File: src/rtl/filt_ppi_pkg.sv
// -----------------------------------------------------------------------------
// filt_ppi_pkg
// Shared types and helpers for the polyphase interpolation sequencing
// controller (filt_ppi_ctrl) and its input FIFO (filt_ppi_ctrl_fifo).
//   ppi_state_e    : controller state (IDLE, RUN, STARVE)
//   f_clog2        : ceiling log2, used to size phase, pointer and level fields
//   f_first_phase  : commutator phase that carries the load strobe
//   f_last_phase   : commutator phase at which a frame boundary is evaluated
// -----------------------------------------------------------------------------
package filt_ppi_pkg;

  typedef enum logic [1:0] {
    ST_IDLE   = 2'd0,
    ST_RUN    = 2'd1,
    ST_STARVE = 2'd2
  } ppi_state_e;

  // Ceiling log2; returns 0 for value <= 1.
  function automatic int f_clog2(input int value);
    int result;
    result = 0;
    for (int i = 0; i < 31; i++) begin
      if ((1 << i) < value) begin
        result = i + 1;
      end
    end
    return result;
  endfunction

  // First phase of a frame: 0 for ascending rotation, L-1 for descending.
  function automatic int f_first_phase(input int l, input int ccw);
    return (ccw != 0) ? (l - 1) : 0;
  endfunction

  // Last phase of a frame: L-1 for ascending rotation, 0 for descending.
  function automatic int f_last_phase(input int l, input int ccw);
    return (ccw != 0) ? 0 : (l - 1);
  endfunction

endpackage

File: src/rtl/filt_ppi_ctrl_fifo.sv
// -----------------------------------------------------------------------------
// filt_ppi_ctrl_fifo
// Small synchronous FIFO buffering input samples for the polyphase controller.
// Read data is the head entry (valid while o_empty is low); a sample written
// this cycle becomes visible at the head on the next cycle.
// Ports:
//   i_clk, i_rst_an : clock, synchronous active-low reset
//   i_push, i_wdata : write strobe and data
//   i_pop           : remove head entry
//   o_rdata         : head entry
//   o_full, o_empty : occupancy flags
//   o_level         : number of stored entries (0..gp_depth)
// -----------------------------------------------------------------------------
module filt_ppi_ctrl_fifo
  import filt_ppi_pkg::*;
#(
  parameter int gp_width = 16,
  parameter int gp_depth = 4
) (
  input  logic                              i_clk,
  input  logic                              i_rst_an,
  input  logic                              i_push,
  input  logic [gp_width-1:0]               i_wdata,
  input  logic                              i_pop,
  output logic [gp_width-1:0]               o_rdata,
  output logic                              o_full,
  output logic                              o_empty,
  output logic [f_clog2(gp_depth):0]        o_level
);

  localparam int lp_aw = (f_clog2(gp_depth) < 1) ? 1 : f_clog2(gp_depth);
  localparam int lp_lw = f_clog2(gp_depth) + 1;

  logic [gp_width-1:0] r_mem [gp_depth];
  logic [lp_aw-1:0]    r_wptr;
  logic [lp_aw-1:0]    r_rptr;
  logic [lp_lw-1:0]    r_level;
  logic                w_wr;
  logic                w_rd;

  // A write is taken when space exists or the head leaves in the same cycle.
  assign w_rd    = i_pop & ~o_empty;
  assign w_wr    = i_push & (~o_full | w_rd);
  assign o_full  = (r_level == lp_lw'(gp_depth));
  assign o_empty = (r_level == {lp_lw{1'b0}});
  assign o_level = r_level;
  assign o_rdata = r_mem[r_rptr];

  // Storage, pointers and occupancy; reset empties the FIFO.
  always_ff @(posedge i_clk) begin
    if (!i_rst_an) begin
      for (int i = 0; i < gp_depth; i++) begin
        r_mem[i] <= {gp_width{1'b0}};
      end
      r_wptr  <= {lp_aw{1'b0}};
      r_rptr  <= {lp_aw{1'b0}};
      r_level <= {lp_lw{1'b0}};
    end else begin
      if (w_wr) begin
        r_mem[r_wptr] <= i_wdata;
        r_wptr        <= r_wptr + lp_aw'(1);
      end
      if (w_rd) begin
        r_rptr <= r_rptr + lp_aw'(1);
      end
      case ({w_wr, w_rd})
        2'b10:   r_level <= r_level + lp_lw'(1);
        2'b01:   r_level <= r_level - lp_lw'(1);
        default: r_level <= r_level;
      endcase
    end
  end

endmodule

File: src/rtl/filt_ppi_ctrl.sv
// -----------------------------------------------------------------------------
// filt_ppi_ctrl
// Sequencing controller for the polyphase interpolation FIR datapath, running
// on the output-rate clock with a clock-enable instead of a divided clock.
// Input samples arrive over valid/ready into a small FIFO; one sample is
// issued to the multiply-add bank per frame of L output cycles, with a
// one-cycle load strobe on the first phase of each frame. The commutator phase
// index advances once per enabled cycle. Starvation at a frame boundary sets a
// sticky underflow flag.
//
// Optional build macro FILT_PPI_CTRL_ZERO_STUFF_EN: when defined, a starved
// frame boundary loads a zero sample and keeps running instead of stalling.
//
// Ports:
//   i_clk        fast clock
//   i_rst_an     synchronous active-low reset
//   i_ena        global enable; low freezes all state
//   i_data       input sample, i_valid qualifies it, o_ready accepts it
//   o_data       sample presented to the datapath (held between loads)
//   o_load       one-cycle strobe: o_data is new this cycle
//   o_phase      commutator phase index, o_phase_vld marks it meaningful
//   o_underflow  sticky starvation flag
//   o_level      FIFO occupancy
// -----------------------------------------------------------------------------
module filt_ppi_ctrl
  import filt_ppi_pkg::*;
#(
  parameter int gp_idata_width          = 16,
  parameter int gp_interpolation_factor = 4,
  parameter int gp_fifo_depth           = 4,
  parameter int gp_comm_ccw             = 0
) (
  input  logic                                        i_clk,
  input  logic                                        i_rst_an,
  input  logic                                        i_ena,
  input  logic [gp_idata_width-1:0]                   i_data,
  input  logic                                        i_valid,
  output logic                                        o_ready,
  output logic [gp_idata_width-1:0]                   o_data,
  output logic                                        o_load,
  output logic [f_clog2(gp_interpolation_factor)-1:0] o_phase,
  output logic                                        o_phase_vld,
  output logic                                        o_underflow,
  output logic [f_clog2(gp_fifo_depth):0]             o_level
);

  localparam int lp_phase_w = f_clog2(gp_interpolation_factor);
  localparam int lp_level_w = f_clog2(gp_fifo_depth) + 1;
  localparam logic [lp_phase_w-1:0] lp_first =
    lp_phase_w'(f_first_phase(gp_interpolation_factor, gp_comm_ccw));
  localparam logic [lp_phase_w-1:0] lp_last =
    lp_phase_w'(f_last_phase(gp_interpolation_factor, gp_comm_ccw));

  ppi_state_e                r_state;
  ppi_state_e                w_state_nxt;
  logic [lp_phase_w-1:0]     r_phase;
  logic [lp_phase_w-1:0]     w_phase_nxt;
  logic [lp_phase_w-1:0]     w_phase_step;
  logic [gp_idata_width-1:0] r_data;
  logic [gp_idata_width-1:0] w_data_nxt;
  logic                      r_load;
  logic                      w_load_nxt;
  logic                      r_vld;
  logic                      w_vld_nxt;
  logic                      r_uf;
  logic                      w_uf_nxt;
  logic                      r_alive;
  logic                      w_push;
  logic                      w_pop;
  logic                      w_full;
  logic                      w_empty;
  logic [lp_level_w-1:0]     w_level;
  logic [gp_idata_width-1:0] w_rdata;

  // r_alive keeps o_ready low in the first cycle after any reset edge.
  assign o_ready     = i_ena & ~w_full & r_alive;
  assign w_push      = i_valid & o_ready;
  assign o_data      = r_data;
  assign o_load      = r_load & i_ena;
  assign o_phase     = r_phase;
  assign o_phase_vld = r_vld & i_ena;
  assign o_underflow = r_uf;
  assign o_level     = w_level;

  filt_ppi_ctrl_fifo #(
    .gp_width (gp_idata_width),
    .gp_depth (gp_fifo_depth)
  ) u_fifo (
    .i_clk    (i_clk),
    .i_rst_an (i_rst_an),
    .i_push   (w_push),
    .i_wdata  (i_data),
    .i_pop    (w_pop),
    .o_rdata  (w_rdata),
    .o_full   (w_full),
    .o_empty  (w_empty),
    .o_level  (w_level)
  );

  // Next phase within a frame, in the configured rotation direction.
  always_comb begin
    w_phase_step = r_phase;
    if (gp_comm_ccw != 0) begin
      w_phase_step = r_phase - lp_phase_w'(1);
    end else begin
      w_phase_step = r_phase + lp_phase_w'(1);
    end
  end

  // Frame sequencing: pop at frame boundaries, strobe the load, advance phase.
  always_comb begin
    w_state_nxt = r_state;
    w_phase_nxt = r_phase;
    w_data_nxt  = r_data;
    w_load_nxt  = 1'b0;
    w_vld_nxt   = r_vld;
    w_uf_nxt    = r_uf;
    w_pop       = 1'b0;
    if (i_ena) begin
      case (r_state)
        ST_IDLE, ST_STARVE: begin
          if (!w_empty) begin
            w_pop       = 1'b1;
            w_data_nxt  = w_rdata;
            w_load_nxt  = 1'b1;
            w_phase_nxt = lp_first;
            w_vld_nxt   = 1'b1;
            w_state_nxt = ST_RUN;
          end else begin
            w_phase_nxt = lp_first;
            w_vld_nxt   = 1'b0;
          end
        end
        ST_RUN: begin
          w_vld_nxt = 1'b1;
          if (r_phase == lp_last) begin
            w_phase_nxt = lp_first;
            if (!w_empty) begin
              w_pop      = 1'b1;
              w_data_nxt = w_rdata;
              w_load_nxt = 1'b1;
            end else begin
              w_uf_nxt = 1'b1;
`ifdef FILT_PPI_CTRL_ZERO_STUFF_EN
              // Keep the output rate: run the next frame on a zero sample.
              w_data_nxt = {gp_idata_width{1'b0}};
              w_load_nxt = 1'b1;
`else
              w_vld_nxt   = 1'b0;
              w_state_nxt = ST_STARVE;
`endif
            end
          end else begin
            w_phase_nxt = w_phase_step;
          end
        end
        default: begin
          w_state_nxt = ST_IDLE;
          w_phase_nxt = lp_first;
          w_vld_nxt   = 1'b0;
        end
      endcase
    end else begin
      // Frozen: everything holds, including a pending load strobe.
      w_load_nxt = r_load;
    end
  end

  // Controller state and registered outputs.
  always_ff @(posedge i_clk) begin
    if (!i_rst_an) begin
      r_state <= ST_IDLE;
      r_phase <= lp_first;
      r_data  <= {gp_idata_width{1'b0}};
      r_load  <= 1'b0;
      r_vld   <= 1'b0;
      r_uf    <= 1'b0;
      r_alive <= 1'b0;
    end else begin
      r_state <= w_state_nxt;
      r_phase <= w_phase_nxt;
      r_data  <= w_data_nxt;
      r_load  <= w_load_nxt;
      r_vld   <= w_vld_nxt;
      r_uf    <= w_uf_nxt;
      r_alive <= 1'b1;
    end
  end

endmodule
File: config.mk
export PLATFORM = sky130hd
export DESIGN_NAME = filt_ppi_ctrl
export DESIGN_NICKNAME = d
export VERILOG_FILES = /design/src/rtl/filt_ppi_pkg.sv /design/src/rtl/filt_ppi_ctrl_fifo.sv /design/src/rtl/filt_ppi_ctrl.sv
export SDC_FILE = /design/constraint.sdc
export NUM_CORES = 1
export LEC_CHECK = 0
export ABC_CLOCK_PERIOD_IN_PS = 5800
export CAP_MARGIN = 30
export CORE_ASPECT_RATIO = 1.25
export CORE_MARGIN = 5
export CORE_UTILIZATION = 40
export CTS_CLUSTER_DIAMETER = 60
export DETAILED_ROUTE_END_ITERATION = 10
export PLACE_DENSITY = 0.71
export SLEW_MARGIN = 10
export SYNTH_ARGS = -nofsm -noshare
export SYNTH_HDL_FRONTEND = slang
export SYNTH_HIERARCHICAL = 1
export SYNTH_SLANG_ARGS = --single-unit
File: constraint.sdc
create_clock -name i_clk -period 5.8 [get_ports i_clk]
set_clock_uncertainty 0.1 [all_clocks]
set_input_delay 0.87 -clock i_clk [delete_from_list [all_inputs] [get_ports i_clk]]
set_output_delay 0.87 -clock i_clk [all_outputs]
set_load 0.02 [all_outputs]
* After elaboration in Yosys (flattened, before gate mapping)
Memory sizes are Yosys's and may differ from the RTL's. A register that Yosys moved wholly into a read port is not among the register bits.
Index checks and enable logic that the tools add are counted.
** Cells by class
- Add/sub/neg operators :: 5
- Reductions and logical operators :: 9
- Eq/ne operators :: 9
- Mux-type cells :: 26
- Bitwise operators :: 10
** Operators by type and width (count)
- two-way mux 16 bit :: 3
- case mux 16 bit (2 select lines) :: 1
- two-way mux 2 bit :: 8
- OR reduction 16 bit :: 1
- two-way mux 1 bit :: 10
- AND reduction 4 bit :: 2
- bitwise AND 1 bit :: 7
- adder 2 x 1 -> 2 bit (second input constant) :: 3
- equality test 2 bit (second input constant) :: 3
- case mux 3 bit (2 select lines) :: 1
- equality test 2 x 1 -> 1 bit (second input constant) :: 2
- != test 2 bit (second input constant) :: 2
- case mux 1 bit (2 select lines) :: 2
- case mux 2 bit (2 select lines) :: 1
- nonzero test 2 bit :: 2
- adder 3 x 1 -> 3 bit (second input constant) :: 1
- equality test 3 bit (second input constant) :: 1
- logical NOT 3 bit :: 1
- AND reduction 3 bit :: 1
- subtractor 3 x 1 -> 3 bit (second input constant) :: 1
- logical NOT 2 bit :: 1
- != test 2 x 1 -> 1 bit (second input constant) :: 1
- NOT 1 bit :: 2
- OR reduction 2 bit :: 1
- bitwise OR 1 bit :: 1
** Word-level totals
- Logic and storage cells :: 70
- RAM bits :: 64
- Memories kept :: 1
- Output and inout bits :: 25
- Register bits after elaboration :: 31
- Input bits :: 20
** Memories
- u_fifo.r_mem :: depth 4, width 16, read ports 1, clocked after memory_dff 1, wr ports 4, line filt_ppi_ctrl_fifo.sv:34 : logic [gp_width-1:0] r_mem [gp_depth];

* Logic depth before layout (Yosys ltp)
Gate-level depths: netlist of run 1.
- Word-level depth :: 13
- Depth in mapped cells :: 11

* Hierarchy
Netlist of run 1, hierarchy kept.
** Modules (own cells, without submodules)
- filt_ppi_ctrl_fifo :: instances 1, sequential area each 2102.0 µm², area each 3270.6 µm², cells each 213
- filt_ppi_ctrl :: instances 1, sequential area each 480.5 µm², area each 1018.5 µm², cells each 111

* Least setup slack after synthesis of run 1
OpenSTA, ideal clock, no wires.
- Path type :: input to register
- Start :: input port i_ena
- End :: memory u_fifo.r_mem[1][0], enable pin
- Stages :: 6
- Data arrival time :: 3.372 ns
- Path buffers :: 1
- Data required time :: 5.289 ns
- Setup time :: 0.411 ns
- Setup slack :: 1.917 ns
- Cell sequence :: inv_1 > nor3b_1 > and2_1 > clkbuf_1 > nand3_1 > o21ai_0
** RTL lines
- start: declaration :: line filt_ppi_ctrl.sv:35 : input logic i_ena,
- end: declaration :: line filt_ppi_ctrl_fifo.sv:34

==> results.sh, run 1 <==
export IMPL_wl_met1_mm=3.48
export IMPL_grt_antenna_before_repair=0
export IMPL_cts_root_buffer="clkbuf_16"
export IMPL_drive_above_1_share_pct=15.8
export IMPL_critical_path_slowest_cell="clkdlybuf4s50_1"
export IMPL_hold_buffers=0
export IMPL_path_max_fanout=17
export IMPL_dp_slack_ps=1860
export IMPL_synth_cell_types=41
export IMPL_synth_seq_area_share_pct=60.2
export IMPL_cts_tree="done"
export IMPL_worst_slack_ps=2250
export IMPL_grt_pass1_wl_mm=13.2
export IMPL_clk_path_buf_depth=2
export IMPL_synth_nets=346
export IMPL_insertion_delay_ps=340
export IMPL_hold_violations=0
export IMPL_rows=42
export IMPL_nFillCells=902
export IMPL_regArea_um2=2580
export IMPL_status="completed"
export IMPL_synth_edf_count=64
export IMPL_diodes=0
export IMPL_grt_pass1_vias=2547
export IMPL_yosysTopAreaCell="edfxtp_1"
export IMPL_die_height_um=126
export IMPL_clk_pin_slew_worst_paths_ps=70
export IMPL_hp_class="reg -> reg"
export IMPL_vdd_drop_max_v=0.000149
export IMPL_crit_path_start_kind="input port"
export IMPL_finalSetupViolations=0
export IMPL_via_per_inst=4.93
export IMPL_wl_per_cell_um=16.3
export IMPL_powerDensity_nw_per_um2=269
export IMPL_ys_warn_count=6
export IMPL_timing_final_crit_period_ps=3550
export IMPL_cts_num_sinks=97
export IMPL_cts_buffers=9
export IMPL_wl_met2_mm=4.27
export IMPL_cap_violations=0
export IMPL_fin_hold_ws_ps=359
export IMPL_fin_util_pct=48.7
export IMPL_first_pass_iters=6
export IMPL_grt_ovfl_total=0
export IMPL_core_area_um2=10600
export IMPL_critPathCaptureType="flip-flop"
export IMPL_finalWeightedCongestion=0.753
export IMPL_avgSynthCellArea_um2=13.2
export IMPL_route_vias_total=2493
export IMPL_synth_seq_cells=97
export IMPL_cp_data_required_time_ps=5670
export IMPL_critical_path_class="in -> reg"
export IMPL_p_total_uw=1380
export IMPL_area_delta_synth_final_pct=20.0
export IMPL_path_delay_family="simple AND/OR/NAND/NOR gates"
export IMPL_leakagePower_uw=0.00182
export IMPL_cp_num_buf_inv=3
export IMPL_htreeDepth=3
export IMPL_drt_initial_drc_count=176
export IMPL_rsz0062_at_grt="false"
export IMPL_dr_wl_met3_um=338
export IMPL_io_pins=45
export IMPL_postCtsResizedCells=0
export IMPL_crit_chain="clkdlybuf4s50_1 > inv_1 > nor3b_1 > and2_1 > nand3_1 > nor3_1 > buf_4 > nand2b_1"
export IMPL_dieArea_um2=12900
export IMPL_die_x_um=103
export IMPL_timing_slew_headroom_pct=34.1
export IMPL_grt_start_max_net_pins=53
export IMPL_slowest_delay_ps=630
export IMPL_period_share_pct=61.2
export IMPL_port_buffers=44
export IMPL_antenna_left=0
export IMPL_start_util_pct=40.6
export IMPL_synth_top_area_share_pct=44.8
export IMPL_top_layer="met4"
export IMPL_tightestPinTransition_ps=988
export IMPL_synth_ff_type="edfxtp_1"
export IMPL_ys_async_sr_fraction_pct=0
export IMPL_final_max_slew_viol_count=0
export IMPL_final_nets=391
export IMPL_multi_input_area_um2=1590
export IMPL_crit_arrival_ps=3420
export IMPL_final_setup_tns_ps=0
export IMPL_drc=0
export IMPL_wl_mm=8.23
export IMPL_dp_hpwl_mm=5.60
export IMPL_grt_usage_pct=13.5
export IMPL_syn_instance_count=324
export IMPL_fmax_ghz=0.281
export IMPL_synth_area_um2=4290
export IMPL_postCtsSetupRepairBufs=0
export IMPL_synth_area_leaders="edfxtp_1 (45%), dfxtp_1 (15%), and2_1 (8.9%)"
[cells in the mapped netlist, types with 2 or more instances]
cell type,instances
and2_1,61
clkbuf_1,11
dfxtp_1,33
nand2b_1,7
inv_1,6
mux2i_1,17
mux4_2,16
a21oi_1,4
xnor2_1,3
edfxtp_1,64
xor2_1,3
nor3_1,2
o21a_1,4
and2_2,2
buf_2,2
nor2_1,5
o21ai_0,4
buf_6,3
nand2_1,43
nand3b_1,2
nand3_1,2
and2_4,10
and3_4,2
[worst register-to-register path, delay by kind of cell, from the launching register on]
family                 cells  cell delay [ps]
AOI/OAI and AO/OA          1               90
buffers and inverters      1              190
DFF                        1              380
and+or+nand+nor            6             1850
[state kept, by name (all words and copies together) (netlist names), named ones only]
register and cells:
r_vld 1, u_fifo/r_mem 64, u_fifo/r_rptr 2, u_fifo/r_wptr 2
r_alive 1, o_data 16, u_fifo/o_level 3, o_phase 2
o_underflow 1, r_load 1, r_state 2
[per-layer routing]
metal	GRT usage [%]	vias to the layer above
li1	-	1225
met1	16.8	1195
met2	22.6	62
met3	2.43	11
met4	6.02	0
met5	0	-
[final cells by class]
class	instances	share of cell area, %
timing repair buffer	51	9.87
sequential	97	50.2
inverter	6	0.438
tap	132	3.21
clock inverter	6	0.803
multi-input combinational	204	30.8
clock buffer	10	4.64
[worst paths after layout]
kind | startpoint | end | slack, ps | cells after the start
max reg2reg | u_fifo/o_level[2] | u_fifo/r_mem[0][10] | 2780 | 8
min reg2reg | o_data[14] | o_data[14] | 360 | 2
min | o_data[14] | o_data[14] | 360 | 2
max | i_ena | u_fifo/r_mem[0][10] | 2250 | 8
[cells in the final DEF, fill, tap and decap left out, types with 6 or more instances in the layout]
master	count
and2_1	61
and2_4	10
clkbuf_16	9
clkdlybuf4s50_1	44
dfxtp_1	33
edfxtp_1	64
inv_1	6
mux2i_1	17
mux4_2	16
nand2_1	43
nand2b_1	7
[through the flow]
| step | cell area, µm² | cells |
|---|---|---|
| 3_3_place_gp | 4830 | 487 |
| 3_5_place_dp | 4840 | 488 |
| 4_1_cts | 5120 | 504 |
| 6_report | 5140 | 506 |
| 5_1_grt | 5140 | 506 |
| 2_1_floorplan | 4290 | 324 |
[cell families after synthesis]
family,after synthesis,synth area share [%]
xor+xnor,6,1.23
mux,33,12.4
compound gates,20,3.21
flops,97,60.2
fa+ha+maj,2,0.758
simple gates,143,19.3
buf+inv,23,2.98
[power by group]
| part | total (µW) | switching, µW | internal, µW |
|---|---|---|---|
| Sequential | 762 | 6.74 | 756 |
| Combinational | 65.1 | 35.4 | 29.7 |
| Clock | 555 | 251 | 304 |
| Total | 1380 | 293 | 1090 |
Power figures use the tool's default switching activity.
==> run 2: changes to the inputs <==
--- a/config.mk
+++ b/config.mk
@@ -5,7 +5,7 @@
 export SDC_FILE = /design/constraint.sdc
 export NUM_CORES = 1
 export LEC_CHECK = 0
-export ABC_CLOCK_PERIOD_IN_PS = 5800
+export ABC_CLOCK_PERIOD_IN_PS = 3500
 export CAP_MARGIN = 30
 export CORE_ASPECT_RATIO = 1.25
 export CORE_MARGIN = 5
==> constraint.sdc (replaced) <==
create_clock -name i_clk -period 3.5 [get_ports i_clk]
set_clock_uncertainty 0.1 [all_clocks]
set_input_delay 0.525 -clock i_clk [delete_from_list [all_inputs] [get_ports i_clk]]
set_output_delay 0.525 -clock i_clk [all_outputs]
set_load 0.02 [all_outputs]
==> results.sh, run 2 (same netlist as run 1, synthesis figures left out) <==
export IMPL_status="completed"
export IMPL_grt_usage_pct=13.8
export IMPL_core_area_um2=10600
export IMPL_htreeDepth=3
export IMPL_p_clk_share_pct=41.7
export IMPL_postCtsResizedCells=0
export IMPL_final_nets=395
export IMPL_rows=42
export IMPL_worst_slack_ps=817
export IMPL_cp_data_required_time_ps=3490
export IMPL_route_vias_total=2516
export IMPL_hold_start="r_vld"
export IMPL_critPathCaptureType="flip-flop"
export IMPL_regMostFlops="u_fifo/r_mem"
export IMPL_finalSetupViolations=0
export IMPL_crit_arrival_ps=2680
export IMPL_p_total_uw=2360
export IMPL_combPwrFrac_pct=4.7
export IMPL_diodes=0
export IMPL_pwr_share_seq_pct=53.6
export IMPL_cts_root_buffer="clkbuf_16"
export IMPL_cts_tree="done"
export IMPL_die_x_um=103
export IMPL_r2r_start="u_fifo/o_level[2]"
export IMPL_timing_slew_headroom_pct=44.8
export IMPL_cts_num_sinks=97
export IMPL_grt_ovfl_total=0
export IMPL_port_buffers=44
export IMPL_grt_pass1_wl_mm=13.5
export IMPL_leakagePower_uw=0.00183
export IMPL_fin_util_pct=49.0
export IMPL_path_max_fanout=17
export IMPL_largest_reg_flops=64
export IMPL_drive_above_1_share_pct=16.1
export IMPL_timing_final_crit_period_ps=2680
export IMPL_io_pins=45
export IMPL_clk_pin_slew_worst_paths_ps=70
export IMPL_swShare_pct=20.9
export IMPL_crit_path_start_kind="flip-flop"
export IMPL_rsz0062_at_grt="false"
export IMPL_wl_per_cell_um=16.2
export IMPL_postCtsSetupRepairBufs=0
export IMPL_antenna_left=0
export IMPL_grt_antenna_before_repair=0
export IMPL_hold_violations=0
export IMPL_cts_buffers=9
export IMPL_start_util_pct=40.6
export IMPL_vdd_drop_max_v=0.000291
export IMPL_period_share_pct=76.7
export IMPL_dp_hpwl_mm=5.51
export IMPL_layout_commonest_cell="edfxtp_1"
export IMPL_fmax_ghz=0.373
export IMPL_cap_violations=0
export IMPL_final_max_slew_viol_count=0
export IMPL_grt_start_max_net_pins=44
export IMPL_die_height_um=126
export IMPL_switching_power_uw=493
export IMPL_finalWeightedCongestion=0.807
export IMPL_wl_mm=8.27
export IMPL_drt_initial_drc_count=127
export IMPL_critical_path_class="reg -> reg"
export IMPL_dieArea_um2=12900
export IMPL_power_internal_uw=1860
export IMPL_clk_path_buf_depth=2
export IMPL_dp_slack_ps=545
export IMPL_hold_buffers=0
export IMPL_cp_startpoint="u_fifo/o_level[2]"
export IMPL_drc=0
export IMPL_powerDensity_nw_per_um2=455
export IMPL_grt_pass1_vias=2564
export IMPL_insertion_delay_ps=340
export IMPL_area_delta_synth_final_pct=20.7
export IMPL_via_per_inst=4.93
export IMPL_hp_class="reg -> reg"
export IMPL_tightestPinTransition_ps=828
export IMPL_layout_common_cells="edfxtp_1 (64), and2_1 (61), clkdlybuf4s50_1 (44)"
export IMPL_first_pass_iters=4
export IMPL_nFillCells=925
==> run 2: cell count changes in the layout (fill, tap and decap cells not counted) <==
cell / previous run / this run
clkinv_4: 1 / 0
inv_6: 2 / 1
o21ai_2: 2 / 0
o21ai_1: 1 / 3
clkinvlp_4: 0 / 3
buf_8: 2 / 0
clkinv_2: 3 / 1
bufinv_16: 0 / 1
buf_4: 5 / 11
clkbuf_8: 1 / 0
inv_8: 0 / 1
==> run 2: final timing paths <==
| kind | to | slack (ps) | cells past startpoint |
|---|---|---|---|
| max | u_fifo/r_mem[1][3] | 820 | 7 |
| max reg2reg | u_fifo/r_mem[1][3] | 820 | 7 |
| min reg2reg | r_vld | 360 | 2 |
| min | r_vld | 360 | 2 |
==> run 2: power groups by stage <==
stage                     Sequential (µW)  Combinational, µW  Clock [µW]
final                                1260                112         983
after global routing                 1260                122        1060
after CTS                            1260                113        1010
after detailed placement             1290                113           0
after global placement               1280                110           0
after floorplan                      1280               55.4           0
==> run 2: final cells by class <==
type / instances / area, µm² / share of cell area, %
multi-input combinational: 204 / 1580 / 30.5
inverter: 6 / 22.5 / 0.435
timing repair buffer: 55 / 523 / 10.1
tap: 132 / 165 / 3.19
clock buffer: 9 / 225 / 4.35
sequential: 97 / 2580 / 49.9
clock inverter: 7 / 77.6 / 1.50
==> run 2: stage by stage <==
stage	setup TNS [ps]	hold WS (ps)	cell area (µm²)	cells
global route	0	388	5170	510
global placement	0	346	4860	493
detailed placement	0	348	4870	494
finish	0	358	5170	510
floorplan	-8420	327	4290	324
CTS	0	364	5170	510
==> run 2: worst max-delay path, stage by stage, from the launching register on <==
cell and delay, ps:
dfxtp_1 390, nor3_1 400, nand2b_2 210, a21oi_2 60
or4b_4 530, and3_4 280, and3_4 280, and2_1 180
==> run 2: per-layer routing <==
metal  share of wire (%)  GRT usage [%]  routed length, µm  vias to the layer above
li1                    -              -                  -                     1233
met1                  42           17.0               3500                     1234
met2                  53           22.8               4350                       42
met3                 3.4           3.71                281                        7
met4                 1.6           5.56                134                        0
met5                   0              0                  0                        -
==> run 3: changes to the inputs <==
--- a/config.mk
+++ b/config.mk
@@ -5,7 +5,7 @@
 export SDC_FILE = /design/constraint.sdc
 export NUM_CORES = 1
 export LEC_CHECK = 0
-export ABC_CLOCK_PERIOD_IN_PS = 3500
+export ABC_CLOCK_PERIOD_IN_PS = 2600
 export CAP_MARGIN = 30
 export CORE_ASPECT_RATIO = 1.25
 export CORE_MARGIN = 5
==> constraint.sdc (replaced) <==
create_clock -name i_clk -period 2.6 [get_ports i_clk]
set_clock_uncertainty 0.1 [all_clocks]
set_input_delay 0.39 -clock i_clk [delete_from_list [all_inputs] [get_ports i_clk]]
set_output_delay 0.39 -clock i_clk [all_outputs]
set_load 0.02 [all_outputs]
==> results.sh, run 3 (same netlist as run 1, synthesis figures left out) <==
export IMPL_crit_path_start_kind="flip-flop"
export IMPL_rows=42
export IMPL_final_nets=406
export IMPL_timing_final_crit_period_ps=2470
export IMPL_grt_pass1_vias=2598
export IMPL_status="completed"
export IMPL_cts_num_sinks=97
export IMPL_nFillCells=910
export IMPL_fmax_ghz=0.405
export IMPL_reg2reg_depth=8
export IMPL_clk_path_buf_depth=2
export IMPL_route_vias_total=2575
export IMPL_die_height_um=126
export IMPL_drive_above_1_share_pct=21.3
export IMPL_dp_hpwl_mm=5.48
export IMPL_vdd_drop_max_v=0.000352
export IMPL_cap_violations=0
export IMPL_hold_buffers=0
export IMPL_via_per_inst=4.94
export IMPL_postCtsSetupRepairBufs=0
export IMPL_path_max_fanout=8
export IMPL_antenna_left=0
export IMPL_port_buffers=44
export IMPL_grt_ovfl_total=0
export IMPL_critPathCaptureType="primary output"
export IMPL_first_pass_iters=4
export IMPL_layout_commonest_cell="edfxtp_1"
export IMPL_final_max_slew_viol_count=0
export IMPL_endpoint="o_ready"
export IMPL_postCtsResizedCells=0
export IMPL_finalSetupViolations=0
export IMPL_cts_buffers=9
export IMPL_largest_reg_flops=64
export IMPL_hp_class="reg -> reg"
export IMPL_drc=0
export IMPL_finalWeightedCongestion=0.750
export IMPL_die_x_um=103
export IMPL_cts_tree="done"
export IMPL_grt_usage_pct=13.8
export IMPL_drt_initial_drc_count=136
export IMPL_tightestPinTransition_ps=822
export IMPL_critical_path_class="reg -> out"
export IMPL_area_delta_synth_final_pct=24.6
export IMPL_leakagePower_uw=0.00193
export IMPL_powerDensity_nw_per_um2=578
export IMPL_crit_arrival_ps=1980
export IMPL_r2r_end="u_fifo/r_mem[1][14]"
export IMPL_htreeDepth=3
export IMPL_dieArea_um2=12900
export IMPL_io_pins=45
export IMPL_grt_start_max_net_pins=49
export IMPL_r2r_start="u_fifo/o_level[1]"
export IMPL_cp_data_required_time_ps=2110
export IMPL_dp_slack_ps=-198
export IMPL_wl_mm=8.24
export IMPL_hold_violations=0
export IMPL_rsz0062_at_grt="false"
export IMPL_timing_slew_headroom_pct=45.1
export IMPL_diodes=0
export IMPL_period_share_pct=94.9
export IMPL_fin_hold_ws_ps=354
export IMPL_layout_common_cells="edfxtp_1 (64), and2_1 (61), nand2_1 (43), clkdlybuf4s50_1 (43), dfxtp_1 (30)"
export IMPL_insertion_delay_ps=340
export IMPL_worst_slack_ps=132
export IMPL_wl_per_cell_um=15.8
export IMPL_grt_pass1_wl_mm=13.4
export IMPL_grt_antenna_before_repair=0
export IMPL_start_util_pct=40.6
export IMPL_core_area_um2=10600
export IMPL_placed_area_um2=5060
export IMPL_rrSetupSlack_ps=160
export IMPL_regMostFlops="u_fifo/r_mem"
export IMPL_cp_startpoint="u_fifo/o_level[0]"
export IMPL_cts_root_buffer="clkbuf_16"
export IMPL_design_area_um2=5350
export IMPL_clk_pin_slew_worst_paths_ps=60
[run 3: cell types whose count changed in the layout (fill, tap and decap cells not counted), sizes merged]
| cell | before | now |
|---|---|---|
| buf | 11 | 23 |
| clkdlybuf4s50 | 44 | 43 |
| bufinv | 1 | 0 |
| clkbuf | 9 | 10 |
| clkinv | 1 | 3 |
| clkinvlp | 3 | 1 |
[run 3: worst min path at each step]
stage / start / end / cells after the start
after global placement: r_vld / r_vld / 2
final: o_data[3] / o_data[3] / 2
after global routing: o_data[6] / o_data[6] / 2
after detailed placement: o_data[8] / o_data[8] / 2
after CTS: o_data[3] / o_data[3] / 2
after floorplan: i_rst_an / r_alive / 0
[run 3: through the flow]
step / utilization (%) / TNS (ps) / cells / power [µW]
5_1_grt: 50.6 / 0 / 521 / 3210
3_3_place_gp: 47.9 / -4030 / 504 / 1900
4_1_cts: 50.5 / 0 / 520 / 3140
3_5_place_dp: 47.9 / -6380 / 504 / 1900
2_1_floorplan: - / -642 / 324 / 1810
6_report: 50.6 / 0 / 521 / 3090
[run 3: power by group]
| group | internal, µW | switching (µW) | total [µW] |
|---|---|---|---|
| clock network | 675 | 551 | 1230 |
| registers | 1680 | 14.0 | 1700 |
| logic | 81.5 | 85.7 | 167 |
[run 3: layout make-up]
| type | count | area (µm²) | area share [%] |
|---|---|---|---|
| inverters | 6 | 22.5 | 0.421 |
| clock inverters | 6 | 40.0 | 0.749 |
| multi-input cells | 204 | 1650 | 30.9 |
| well taps | 132 | 165 | 3.09 |
| flip-flops and latches | 97 | 2590 | 48.4 |
| repair buffers | 66 | 638 | 11.9 |
| clock buffers | 10 | 239 | 4.47 |
[run 3: critical path, stage by stage, from the launching register on]
cell and delay (ps):
dfxtp_2 430, inv_1 110, and3_1 210, nor3b_4 170, buf_4 130, clkdlybuf4s50_1 590
[run 3: routing by layer]
metal,part of all wire [%],up-vias,GRT usage (%),wire length [µm]
met4,1.9,0,6.49,159
met2,50,52,22.4,4120
met3,3.9,8,3.15,318
li1,-,1264,-,-
met1,44,1251,17.1,3630
met5,0,-,0,0
